**src/rtl/store_subword_unit.sv**
```systemverilog
// Store-side byte/halfword lane placement for a word-only memory port.
// Sub-word stores are done as read-modify-write; word stores skip the read.
module store_subword_unit #(
    parameter int ADDR_WIDTH = 32,
    parameter int BIG_ENDIAN = 0
) (
    input  logic                  clk,
    input  logic                  rst_n,
    input  logic                  req_valid,
    output logic                  req_ready,
    input  logic [ADDR_WIDTH-1:0] req_addr,
    input  logic [31:0]           req_data,
    input  logic [1:0]            req_size,
    output logic                  done,
    output logic                  err,
    output logic [ADDR_WIDTH-1:0] mem_addr,
    output logic                  mem_rd,
    output logic                  mem_wr,
    output logic [31:0]           mem_wdata,
    input  logic [31:0]           mem_rdata,
    input  logic                  mem_ack
);

    typedef enum logic [1:0] {IDLE, READ, WRITE, DONE} state_t;

    state_t      state;
    state_t      state_next;
    logic        reject;
    logic        accept;
    logic [1:0]  cap_off;
    logic [15:0] cap_data;
    logic        cap_half;

    // Replace only the addressed lane(s) of the word read back from memory.
    function automatic logic [31:0] merge(input logic [31:0] old, input logic [15:0] data,
                                          input logic half, input logic [1:0] off);
        logic [31:0] word;
        logic [1:0]  lane;
        logic        hsel;
        word = old;
        if (half) begin
            hsel = (BIG_ENDIAN != 0) ? ~off[1] : off[1];
            if (hsel) word[31:16] = data;
            else      word[15:0]  = data;
        end else begin
            lane = (BIG_ENDIAN != 0) ? (2'd3 - off) : off;
            word[8*lane +: 8] = data[7:0];
        end
        return word;
    endfunction

    assign accept = (state == IDLE) && req_valid;

    always_ff @(posedge clk or negedge rst_n) begin
        if (!rst_n) state <= IDLE;
        else        state <= state_next;
    end

    always_comb begin
        state_next = state;
        reject     = 1'b0;
        case (state)
            IDLE: begin
                if (req_valid) begin
                    case (req_size)
                        2'b00: state_next = READ;
                        2'b01: begin
                            if (req_addr[0]) begin
                                state_next = DONE;
                                reject     = 1'b1;
                            end else begin
                                state_next = READ;
                            end
                        end
                        2'b10: begin
                            if (req_addr[1:0] != 2'b00) begin
                                state_next = DONE;
                                reject     = 1'b1;
                            end else begin
                                state_next = WRITE;
                            end
                        end
                        default: begin
                            state_next = DONE;
                            reject     = 1'b1;
                        end
                    endcase
                end
            end
            READ:    if (mem_ack) state_next = WRITE;
            WRITE:   if (mem_ack) state_next = DONE;
            DONE:    state_next = IDLE;
            default: state_next = IDLE;
        endcase
    end

    // Strobes and handshake outputs are registered copies of the next state.
    always_ff @(posedge clk or negedge rst_n) begin
        if (!rst_n) begin
            req_ready <= 1'b1;
            done      <= 1'b0;
            err       <= 1'b0;
            mem_rd    <= 1'b0;
            mem_wr    <= 1'b0;
            mem_addr  <= '0;
            mem_wdata <= '0;
            cap_off   <= '0;
            cap_data  <= '0;
            cap_half  <= 1'b0;
        end else begin
            req_ready <= (state_next == IDLE);
            mem_rd    <= (state_next == READ);
            mem_wr    <= (state_next == WRITE);
            done      <= (state_next == DONE);
            err       <= reject;
            if (accept) begin
                mem_addr <= {req_addr[ADDR_WIDTH-1:2], 2'b00};
                cap_off  <= req_addr[1:0];
                cap_data <= req_data[15:0];
                cap_half <= req_size[0];
                if (state_next == WRITE) mem_wdata <= req_data;
            end
            if (state == READ && mem_ack)
                mem_wdata <= merge(mem_rdata, cap_data, cap_half, cap_off);
        end
    end

endmodule

```
**config.mk**
```make
export PLATFORM = sky130hd
export DESIGN_NAME = store_subword_unit
export DESIGN_NICKNAME = d
export VERILOG_FILES = /design/src/rtl/store_subword_unit.sv
export SDC_FILE = /design/constraint.sdc
export NUM_CORES = 1
export LEC_CHECK = 0
export CAP_MARGIN = 20
export CORE_UTILIZATION = 48
export CTS_CLUSTER_SIZE = 25
export DETAILED_ROUTE_END_ITERATION = 10
export PLACE_DENSITY = 0.95
export SYNTH_ARGS = -nofsm -noshare
export SYNTH_HDL_FRONTEND = slang
export SYNTH_SLANG_ARGS = --single-unit
```
**constraint.sdc**
```tcl
create_clock -name clk -period 3.8 [get_ports clk]
set_clock_uncertainty 0.15 [all_clocks]
set_input_delay 0.57 -clock clk [delete_from_list [all_inputs] [get_ports clk]]
set_output_delay 0.57 -clock clk [all_outputs]
set_load 0.1 [all_outputs]
```
[After elaboration in Yosys (flattened, before gate mapping)]
Cells that the tools add are included.
Cells by class
  $add $sub $neg: 1
  equal/unequal tests: 8
  shift-type cells: 2
  mux-type cells: 19
  reductions and logical operators: 9
Operators with widths (count)
  two-way mux 32 bit: 4
  negation 5 -> 34 bit: 1
  variable shift 8 x 34 -> 32 bit, first input constant: 1
  variable part select 8 x 34 -> 32 bit: 1
  bitwise mux 32 bit: 1
  two-way mux 16 bit: 2
  equality test 2 bit, second input constant: 5
  two-way mux 2 bit: 4
  one-hot mux 2 bit (4 select lines): 1
  equality test 2 x 1 -> 1 bit, second input constant: 3
  logical NOT 2 bit: 3
  one-hot mux 2 bit (3 select lines): 1
  nonzero test 2 bit: 3
  two-way mux 1 bit: 5
  one-hot mux 1 bit (3 select lines): 1
  logical AND 1 bit: 2
  AND reduction 2 bit: 1
Storage, ports and cells
  register bits after elaboration: 88
  word-level logic and storage cells: 50

[Depth between registers and ports, before layout]
Gate-level depths: netlist of the first run.
  depth after elaboration: 9
  mapped depth: 9

[Least setup slack after synthesis of the first run]
Ideal clock, no wire load.
  path type: reg2reg
  start: reg cap_off[1]
  end: reg mem_wdata[10]
  library setup time: 0.126 ns
  arrival time: 2.204 ns
  data required time: 3.524 ns
  setup slack: 1.320 ns
  stages on the path, launching flop included: 10
  path buffers: 3
  path through: dfrtp_1 clkbuf_1 buf_2 inv_1 ha_1 and4b_1 clkbuf_1 a221oi_1 a21oi_1 a221o_1
Between the ends
  cells in the longest elaborated chain, start to end: 5
  elaborated cells between the ends (all ways): 7
RTL lines
  start, declared: RTL line 30  | logic [1:0] cap_off;
  start signal, assigned: RTL line 118  | cap_off <= req_addr[1:0];
  negation 5 -> 34 bit: RTL line 47  | word[8*lane +: 8] = data[7:0];
  variable part select 8 x 34 -> 32 bit / variable shift 8 x 34 -> 32 bit (equally long branches): RTL line 47
  bitwise mux 32 bit: RTL line 47
  two-way mux 32 bit (*): RTL line 41  | if (half) begin
  two-way mux 32 bit (*): RTL line 123  | if (state == READ && mem_ack)
  end signal, assigned: RTL line 121  | if (state_next == WRITE) mem_wdata <= req_data;
  end signal, assigned: RTL line 124  | mem_wdata <= merge(mem_rdata, cap_data, cap_half, cap_off);
  end, declared: RTL line 19  | output logic [31:0] mem_wdata,
Mark *: on every way between the ends. The rest lies on a longest branch, timed or not.
A chain may end at the register's enable or synchronous reset.

[Final worst setup path of the first run]
  start: reg req_ready
  end: out req_ready
RTL lines
  start, declared: RTL line 10  | output logic req_ready,
  start signal, assigned: RTL line 111  | req_ready <= (state_next == IDLE);
No word-level cell between the ends.

==> reports/summary.log, run 1 <==
[layout] most frequent standard cell in the layout excluding fill and tap cells sky130_fd_sc_hd__clkdlybuf4s50_1
[worst_hold_path] path class of the lowest-slack min-delay path in2async
[critical_path] crit path cell chain clkdlybuf4s50_1
[drt] number of violations reported at the end of detailed-routing iteration 0 246
[critical_path] Worst Path Arrival 2.00 ns
[global_route] overall routing resource usage 26.8%
[floorplan] Chip Height 98.7 um
[synthesis] number of synthesized register bits 88
[timing] time the final worst path needs with I/O delays and setup 2.72 ns
[synthesis] netlist area before placement 0.00449 mm^2
[timing] Final Hold Fails 0
[clock_tree] postcts setup bufs 0
[clock_tree] CTS Root Cell sky130_fd_sc_hd__clkbuf_8
[layout] P&R area growth vs syn 43.6%
[placed_design] weighted congestion reported at the end of routability-driven placement 0.824
[synthesis] number of instances in the synthesized netlist 373
[timing] number of pins with negative max-slew slack in the final report 0
[synthesis] portion of the post-synthesis area used by sequential elements 49.1%
[placed_design] count of port buffers added during placement 168
[floorplan] starting utilization of the core area 50.5%
[floorplan] Die X-Extent 98.7 um
[timing] final clock period utilization by the worst path 71.6%
[layout] fraction of final layout cells with drive strength greater than 1 16.2%
[status] result of the run completed
[drt] Pre-Repair DR Iteration Count 5
[drt] drt drc 0
[timing] Relative slew margins 28.6%
[global_route] global-route track usage on met2 44.5%
[global_route] met3 track demand over resource 8.23%
[placed_design] total half-perimeter wirelength after legalization and detailed placement 8.91 mm
[critical_path] kind of launch point of the worst setup path register
[clock_tree] post-cts repair resize count 0
[layout] Total Nets Final 633
[timing] Hold Worst Slack 0.0206 ns
[drt] final wirelength 12.8 mm
[synthesis] average cell area after synthesis 12.0 um^2
[drt] final routed wire length divided by cell count 20.1 um
[floorplan] full die area 0.00974 mm^2
[layout] commonest non-fill, non-tap cells in the layout sky130_fd_sc_hd__clkdlybuf4s50_1 (167), sky130_fd_sc_hd__dfrtp_1 (85), sky130_fd_sc_hd__mux2_2 (47)
[layout] final core utilization 72.4%
[drt] total via count after detailed routing 3943
[floorplan] Top-Level Pins 171
[critical_path] buffering stage count on the worst path with inverters included 1
[critical_path] CP startpoint req_ready
[critical_path] r2r startpoint cap_off[1]
[clock_tree] H-tree levels 3
[global_route] global routing met1 resource utilization 33.4%
[floorplan] core area 0.00889 mm^2
[timing] Peak Freq 367 MHz
[global_route] total congestion overflow 0
[timing] sum of negative setup slack 0 ns
[clock_tree] Clock Latency Late Sink 0.36 ns
[critical_path] Critical Path Fanout Max 1
[critical_path] Worst path slowest cell sky130_fd_sc_hd__clkdlybuf4s50_1
[timing] # setup viols final 0
[flow_run] Max-cap violations 0
[timing] Slew @ Worst Pin 1.07 ns
[layout] n_diodes 0
[clock_tree] Clock Pin Slew Worst Setup and Hold Paths 0.10 ns
[global_route] pin count of the biggest net entering global routing 89
[clock_tree] hold-fix buffers at CTS 0
[critical_path] CP Data Required Time 3.08 ns
[global_route] antenna violations before repair 0
[drt] number of nets still failing antenna checks after routing 0
[floorplan] count of standard-cell rows 34
[clock_tree] number of clock sinks seen by CTS 88
[synthesis] synth unique cells 33
[critical_path] longest individual stage delay on the worst path 1.12 ns
[critical_path] category of cells accounting for the largest share of critical-path delay buffers and inverters
[clock_tree] number of buffers added by the clock tree synthesis step 9
[drt] Vias per Instance 6.17
[clock_tree] TritonCTS clock tree done
[synthesis] number of warnings issued by yosys 0
[clock_tree] maximum clock path buffer count 2
[critical_path] capturing element type of the critical path primary output
[timing] unrepaired setup endpoints after global routing no
[critical_path] worst setup path category reg2out
[global_route] global route hottest layer met2
[global_route] wire length of the first global-routing pass 20.3 mm
[global_route] via count of the first global-routing pass 4058
==> per-stage QoR <==
step | area (um^2) | worst slack (ns) | cells
final | 6440 | 1.08 | 639
after global routing | 6440 | 1.06 | 639
after CTS | 6400 | 1.07 | 637
after detailed placement | 6190 | 1.08 | 621
after global placement | 6190 | 1.12 | 621
after floorplan | 4490 | 1.32 | 374
==> metal layers <==
layer | routed length (um) | vias up
met4 | 227 | 0
met1 | 5140 | 1940
li1 | - | 1761
met3 | 1250 | 28
met2 | 6210 | 214
met5 | 0 | -
==> cells by family after synthesis <==
logic type | share of synthesized area [%]
AO/OA/AOI/OAI | 17.7
buffers and inverters | 4.66
other | 0.0836
adder cells (fa/ha/maj) | 1.39
multiplexers | 18.9
AND/OR/NAND/NOR | 8.09
flip-flops | 49.1
==> path summary, 6_finish.rpt <==
kind	endpoint	slack, ns	depth (start not counted)
hold / removal	mem_wdata[17]	0.02	1
setup reg to reg	mem_wdata[27]	1.17	7
max in group asynchronous	req_ready	2.82	2
setup / recovery	req_ready	1.08	1
min in group clk	mem_addr[8]	0.36	1
hold reg to reg	mem_addr[8]	0.36	1
==> final cells by class <==
type / instances / area [um^2]
Fill cell: 596 / 2450
Clock inverter: 6 / 73.8
Timing Repair Buffer: 178 / 1780
Inverter: 6 / 22.5
Multi-Input combinational cell: 243 / 2080
Tap cell: 108 / 135
Sequential cell: 88 / 2210
Clock buffer: 10 / 138
==> sequential cells by signal (all words and copies together) (netlist names) <==
| signal | cells |
|---|---|
| mem_wr | 1 |
| done | 1 |
| mem_wdata | 32 |
| cap_data | 16 |
| mem_rd | 1 |
| mem_addr | 30 |
| cap_half | 1 |
| err | 1 |
| req_ready | 1 |
| state | 2 |
| cap_off | 2 |
==> worst register-to-register path, cell delays in order, from the launching register on <==
cell and delay, ns:
sky130_fd_sc_hd__dfrtp_2 0.37, sky130_fd_sc_hd__buf_4 0.48, sky130_fd_sc_hd__ha_1 0.29, sky130_fd_sc_hd__nor4bb_1 0.55, sky130_fd_sc_hd__buf_4 0.26, sky130_fd_sc_hd__a221oi_1 0.07
sky130_fd_sc_hd__a21oi_1 0.22, sky130_fd_sc_hd__a221o_1 0.17
==> Yosys cell counts (all sizes together) <==
| cell | number | area [um^2] |
|---|---|---|
| and3b | 1 | 8.76 |
| nand3b | 1 | 7.51 |
| a21oi | 33 | 165 |
| clkbuf | 18 | 67.6 |
| ha | 5 | 62.6 |
| and4b | 1 | 10.0 |
| mux2i | 32 | 320 |
| dfstp | 1 | 26.3 |
| a21o | 1 | 8.76 |
| conb | 1 | 3.75 |
| and3 | 32 | 209 |
| nor2 | 2 | 7.51 |
| mux2 | 47 | 529 |
| nor2b | 3 | 18.8 |
| nor4bb | 3 | 30.0 |
| or4b | 1 | 13.8 |
| nor3b | 1 | 7.51 |
| nand2b | 1 | 13.8 |
| o211ai | 1 | 7.51 |
| dfrtp | 87 | 2180 |
| a31oi | 1 | 6.26 |
| o21ai | 3 | 15.0 |
| a221oi | 31 | 272 |
| nand2 | 8 | 30.0 |
| buf | 19 | 119 |
| a221o | 32 | 320 |
| and2 | 1 | 6.26 |
| inv | 6 | 22.5 |
Power of run 1 is left out: the tool's default activity adds up to more than one toggle a clock period on the data nets, which glitch-free logic cannot reach.
==> inputs of run 2 (changes only) <==
--- a/config.mk
+++ b/config.mk
@@ -6,10 +6,10 @@
 export NUM_CORES = 1
 export LEC_CHECK = 0
 export CAP_MARGIN = 20
-export CORE_UTILIZATION = 48
+export CORE_UTILIZATION = 40
 export CTS_CLUSTER_SIZE = 25
 export DETAILED_ROUTE_END_ITERATION = 10
-export PLACE_DENSITY = 0.95
+export PLACE_DENSITY = 0.89
 export SYNTH_ARGS = -nofsm -noshare
 export SYNTH_HDL_FRONTEND = slang
 export SYNTH_SLANG_ARGS = --single-unit
==> constraint.sdc (replaced) <==
create_clock -name clk -period 2.3 [get_ports clk]
set_clock_uncertainty 0.15 [all_clocks]
set_input_delay 0.345 -clock clk [delete_from_list [all_inputs] [get_ports clk]]
set_output_delay 0.345 -clock clk [all_outputs]
set_load 0.1 [all_outputs]
==> run 2 against run 1 <==
Die area rose by 20%. Routed wire length up 3.9%. Global-route usage decreased by 3.3 points. Via count down 1.6%. Core utilization fell by 14 points. Non-clock buffer count is 8 higher. Design area down 0.82%. Clock-buffer cell count increased by 3. Final cell count is 6.3% higher. Hold slack better by 0.26 ns. First-iteration DRC count rose by 30%.
==> reports/summary.log, run 2 (synthesized netlist as in run 1, its figures left out) <==
[status] result of the run completed
[drt] drt drc 0
[layout] most frequent standard cell in the layout excluding fill and tap cells sky130_fd_sc_hd__clkdlybuf4s50_1
[placed_design] count of port buffers added during placement 168
[floorplan] Chip Height 108 um
[worst_hold_path] path class of the lowest-slack min-delay path in2async
[timing] Relative slew margins 29.3%
[clock_tree] H-tree levels 3
[global_route] antenna violations before repair 0
[drt] Vias per Instance 5.71
[timing] sum of negative setup slack 0 ns
[layout] P&R area growth vs syn 42.4%
[timing] time the final worst path needs with I/O delays and setup 2.18 ns
[floorplan] core area 0.0109 mm^2
[clock_tree] Clock Pin Slew Worst Setup and Hold Paths 0.09 ns
[critical_path] Critical Path Fanout Max 8
[timing] unrepaired setup endpoints after global routing no
[clock_tree] Clock Latency Late Sink 0.36 ns
[placed_design] # placed instances 662
[layout] FILL cells 903
[layout] largest registers mem_wdata: 32 flops, mem_addr: 30 flops, cap_data: 16 flops
[clock_tree] postcts setup bufs 0
[placed_design] weighted congestion reported at the end of routability-driven placement 0.813
[floorplan] starting utilization of the core area 41.2%
[clock_tree] TritonCTS clock tree done
[critical_path] worst setup path category reg2reg
[drt] total via count after detailed routing 3880
[clock_tree] CTS Root Cell sky130_fd_sc_hd__clkbuf_8
[layout] n_diodes 0
[drt] number of violations reported at the end of detailed-routing iteration 0 320
[global_route] via count of the first global-routing pass 4027
[flow_run] Max-cap violations 0
[critical_path] Worst Path Arrival 2.33 ns
[critical_path] endpoint of the worst-slack reg-to-reg timing path mem_wdata[27]
[global_route] wire length of the first global-routing pass 20.5 mm
[critical_path] CP Data Required Time 2.45 ns
[timing] number of pins with negative max-slew slack in the final report 0
[floorplan] count of standard-cell rows 38
[layout] fraction of final layout cells with drive strength greater than 1 29.7%
[layout] final core utilization 58.7%
[critical_path] capturing element type of the critical path register
[timing] final clock period utilization by the worst path 94.8%
[floorplan] full die area 0.0116 mm^2
[drt] final routed wire length divided by cell count 19.6 um
[global_route] total congestion overflow 0
[timing] # setup viols final 0
[critical_path] kind of launch point of the worst setup path register
[placed_design] total half-perimeter wirelength after legalization and detailed placement 9.36 mm
[drt] final wirelength 13.3 mm
[critical_path] r2r startpoint cap_off[0]
[floorplan] Die X-Extent 108 um
[drt] Pre-Repair DR Iteration Count 4
[clock_tree] maximum clock path buffer count 2
[timing] Slew @ Worst Pin 1.06 ns
[layout] max FFs per register 32
[critical_path] worst-case reg-to-reg path depth 7
[layout] Total Nets Final 641
[timing] Final Hold Fails 0
[timing] Peak Freq 458 MHz
[critical_path] R2R setup slack 0.12 ns
[layout] Layout Cells excl Fill 679
[global_route] overall routing resource usage 23.5%
[clock_tree] number of buffers added by the clock tree synthesis step 9
[clock_tree] number of clock sinks seen by CTS 88
[layout] Most flops, register mem_wdata
[global_route] pin count of the biggest net entering global routing 66
[layout] commonest non-fill, non-tap cells in the layout sky130_fd_sc_hd__clkdlybuf4s50_1 (100), sky130_fd_sc_hd__dfrtp_1 (84), sky130_fd_sc_hd__buf_4 (83)
[floorplan] Top-Level Pins 171
[drt] number of nets still failing antenna checks after routing 0
==> run 2: worst max path at each step <==
stage	slack [ns]	cells past startpoint	startpoint	to
global placement	-0.10	5	req_size[0]	mem_wdata[1]
global route	0.003	6	cap_off[0]	mem_wdata[11]
CTS	0.02	6	cap_off[0]	mem_wdata[10]
floorplan	0.04	9	cap_off[1]	mem_wdata[10]
detailed placement	-0.15	5	req_size[0]	mem_wdata[1]
finish	0.12	7	cap_off[0]	mem_wdata[27]
==> run 2: routing by layer <==
metal	vias to the layer above	part of all wire [%]	track usage, %
met3	17	11	6.54
met1	1876	39	28.7
met5	-	0	0
met2	215	48	38.3
li1	1772	-	-
met4	0	2.0	10.9
==> run 2: per-stage QoR <==
stage	instance area (um^2)	worst slack (ns)	hold WS [ns]
finish	6390	0.119	0.279
floorplan	4500	0.0386	-0.101
detailed placement	6150	-0.154	0.124
global route	6390	0.00331	0.290
CTS	6390	0.0226	0.275
global placement	6150	-0.101	0.120
==> run 2: area by class of cell <==
class / instances / area (um^2) / area share (%)
clock buffers: 13 / 159 / 2.49
multi-input cells: 243 / 2090 / 32.6
clock inverters: 3 / 65.1 / 1.02
flip-flops and latches: 88 / 2210 / 34.5
repair buffers: 186 / 1670 / 26.2
well taps: 140 / 175 / 2.74
inverters: 6 / 22.5 / 0.353
==> run 2: critical path, cell delays in order (launching register included) <==
cell and delay [ns]:
sky130_fd_sc_hd__dfrtp_2 0.42, sky130_fd_sc_hd__inv_1 0.10, sky130_fd_sc_hd__ha_1 0.35, sky130_fd_sc_hd__nor4bb_1 0.32, sky130_fd_sc_hd__buf_4 0.23, sky130_fd_sc_hd__a221oi_1 0.08, sky130_fd_sc_hd__a21oi_1 0.27, sky130_fd_sc_hd__a221o_1 0.19
==> run 2: timing repair <==
action,in CTS,in global routing
resized for setup,0,2
setup endpoints to repair,0,17
hold endpoints to repair,22,0
hold buffers,1,0
Power of run 2 is left out for the same reason.
==> inputs of run 3 (changes only) <==
--- a/config.mk
+++ b/config.mk
@@ -10,6 +10,7 @@
 export CTS_CLUSTER_SIZE = 25
 export DETAILED_ROUTE_END_ITERATION = 10
 export PLACE_DENSITY = 0.89
+export SKIP_CTS_REPAIR_TIMING = 1
 export SYNTH_ARGS = -nofsm -noshare
 export SYNTH_HDL_FRONTEND = slang
 export SYNTH_SLANG_ARGS = --single-unit
==> results of run 3 <==
The final DEF is identical to that of run 2; final timing and power are the same.
Power of run 3 is left out for the same reason.
==> variant: new RTL, config.mk and constraints of run 3 <==
The parameter `ADDR_WIDTH` goes from 32 to 64.
--- a/src/rtl/store_subword_unit.sv
+++ b/src/rtl/store_subword_unit.sv
@@ -1,7 +1,7 @@
 // Store-side byte/halfword lane placement for a word-only memory port.
 // Sub-word stores are done as read-modify-write; word stores skip the read.
 module store_subword_unit #(
-    parameter int ADDR_WIDTH = 32,
+    parameter int ADDR_WIDTH = 64,
     parameter int BIG_ENDIAN = 0
 ) (
     input  logic                  clk,
Ports: changed (resized mem_addr and req_addr); port bits go from 171 to 235. No check against the original RTL was run, so the function may have changed too.
==> variant against run 3 <==
  * Worst setup slack got worse by 0.038 ns
  * Critical endpoint is now mem_wdata[30]
  * Final area increased by 35%
  * Sequential share of layout area is 0.29 points higher
  * Sequential cell count grew 32
  * Non-clock buffer count increased by 74
  * Critical path type unchanged
  * Synthesized area is 26% higher
  * Routed wire length up 28%
  * First-iteration DRC count grew 29%
Power is not shown: default switching activity piles up to over one toggle a cycle in this logic, so the estimate is an artifact.
==> variant: results (changes against run 3) <==
{
  "synth_top_cells_by_area": "dfrtp_1 (53%), mux2_2 (16%), mux2i_1 (5.7%)",
  "seq_area_frac_synth": {"value": 53.1, "unit": "%", "change": "+4.0 points"},
  "clkLatencyLatePin": {"value": 0.41, "unit": "ns", "change": "+0.05 ns"},
  "cts-htree-levels": {"value": 4, "change": "+1"},
  "cp_data_arrival_time": {"value": 2.42, "unit": "ns", "change": "+0.09 ns"},
  "grt_start_max_net_pins": {"value": 66, "change": "unchanged"},
  "async_flop_share": {"value": 100, "unit": "%", "change": "unchanged"},
  "viasPerCell": {"value": 5.57, "change": "-2.6%"},
  "synth.top_cells.by_count": "dfrtp_1 (119), mux2_2 (79), and3_1 (33)",
  "synth.yosys.warnings": {"value": 0, "change": "unchanged"},
  "cts_made_buffers": {"value": 17, "change": "+8"},
  "holdCritPathClass": "input port to asynchronous set/reset pin",
  "root_buffer": "clkbuf_16",
  "placement.io_buffers": {"value": 232, "change": "+38%"},
  "routed_wl": {"value": 17000, "unit": "um", "change": "+28%"},
  "globalRouteMet3Util": {"value": 8.41, "unit": "%", "change": "+1.9 points"},
  "detail_route.first_pass.iterations": {"value": 4, "change": "unchanged"},
  "post_synth_num_cell_types": {"value": 32, "change": "-3.0%"},
  "grt_pass1_wl": {"value": 26200, "unit": "um", "change": "+28%"},
  "reg_top3": "mem_addr: 62 flops, mem_wdata: 32 flops, cap_data: 16 flops",
  "drt_iter0_markers": {"value": 413, "change": "+29%"},
  "grt_antenna_before_repair": {"value": 0, "change": "unchanged"},
  "critical_path.max_fanout": {"value": 7, "change": "-1"},
  "met2_track_usage_gr": {"value": 38.2, "unit": "%", "change": "-0.11 points"},
  "status": "complete, no violations",
  "detailedPlace.worstSlack": {"value": -0.343, "unit": "ns", "change": "-0.189 ns"},
  "largest_reg_flops": {"value": 62, "change": "+94%"},
  "nNetsFinal": {"value": 817, "change": "+27%"},
  "clk_pin_slew_worst_paths": {"value": 0.06, "unit": "ns", "change": "-0.03 ns"},
  "clock_path_buffers": {"value": 2, "change": "unchanged"},
  "globalplace.congestion": {"value": 0.825, "change": "+1.4%"},
  "layout-drive-gt1-share": {"value": 35.7, "unit": "%", "change": "+6.1 points"},
  "grt.met1_usage": {"value": 27.9, "unit": "%", "change": "-0.87 points"},
  "first_global_vias": {"value": 5043, "change": "+25%"},
  "detailed_place_hpwl": {"value": 12100, "unit": "um", "change": "+30%"},
  "n_antenna_cell": {"value": 0, "change": "unchanged"},
  "grtUsageTotal": {"value": 23.7, "unit": "%", "change": "+0.23 points"},
  "r2r_cells": {"value": 7, "change": "unchanged"},
  "worst_slew_margin_rel": {"value": 28.6, "unit": "%", "change": "-0.62 points"}
}
==> variant: routing by layer <==
metal	vias to the layer above	wire, um
met1	2393	6730
li1	2172	-
met5	-	0
met4	0	389
met3	32	1710
met2	253	8190
==> variant: cell families (layout without fill, tap and decap cells) <==
group / count (synthesis) / in the layout / synth area share, %
fa+ha+maj: 5 / 5 / 1.11
mux: 111 / 111 / 21.4
flops: 120 / 120 / 53.1
other cells: 1 / 2 / 0.0663
compound gates: 102 / 102 / 14.1
simple gates: 53 / 53 / 6.37
buf+inv: 46 / 298 / 3.85
==> variant: layout make-up <==
cell class | count | area (sq um)
clock buffer | 18 | 439
clock inverter | 14 | 148
fill | 1036 | 5200
inverter | 6 | 22.5
multi-input combinational | 273 | 2450
sequential | 120 | 3010
tap | 180 | 225
timing repair buffer | 260 | 2340
==> variant: worst paths after layout <==
kind                              start  slack (ns)            end
min                               rst_n        0.28  mem_wdata[31]
min reg2reg                mem_addr[32]        0.36   mem_addr[32]
max in group asynchronous         rst_n        0.99      req_ready
max                          cap_off[0]        0.08  mem_wdata[30]
min in group clk           mem_addr[32]        0.36   mem_addr[32]
max reg2reg                  cap_off[0]        0.08  mem_wdata[30]
==> variant: worst max-delay path: stages (launching register included) <==
cell and delay (ns):
dfrtp_1 0.35, inv_1 0.08, ha_1 0.34, nor4bb_1 0.40, clkbuf_2 0.26, a221oi_1 0.10
a211oi_1 0.33, a211o_1 0.15
==> variant: through the flow <==
step	cell area (sq um)	setup TNS (ns)	hold WS (ns)	std cells	util (%)
CTS	8600	-4.29	-0.262	868	62.2
detailed placement	8020	-6.49	0.179	836	58.0
global route	8630	0	0.314	871	62.4
finish	8630	0	0.279	871	62.4
floorplan	5670	0	-0.101	439	-
global placement	8020	-4.10	0.166	836	58.0
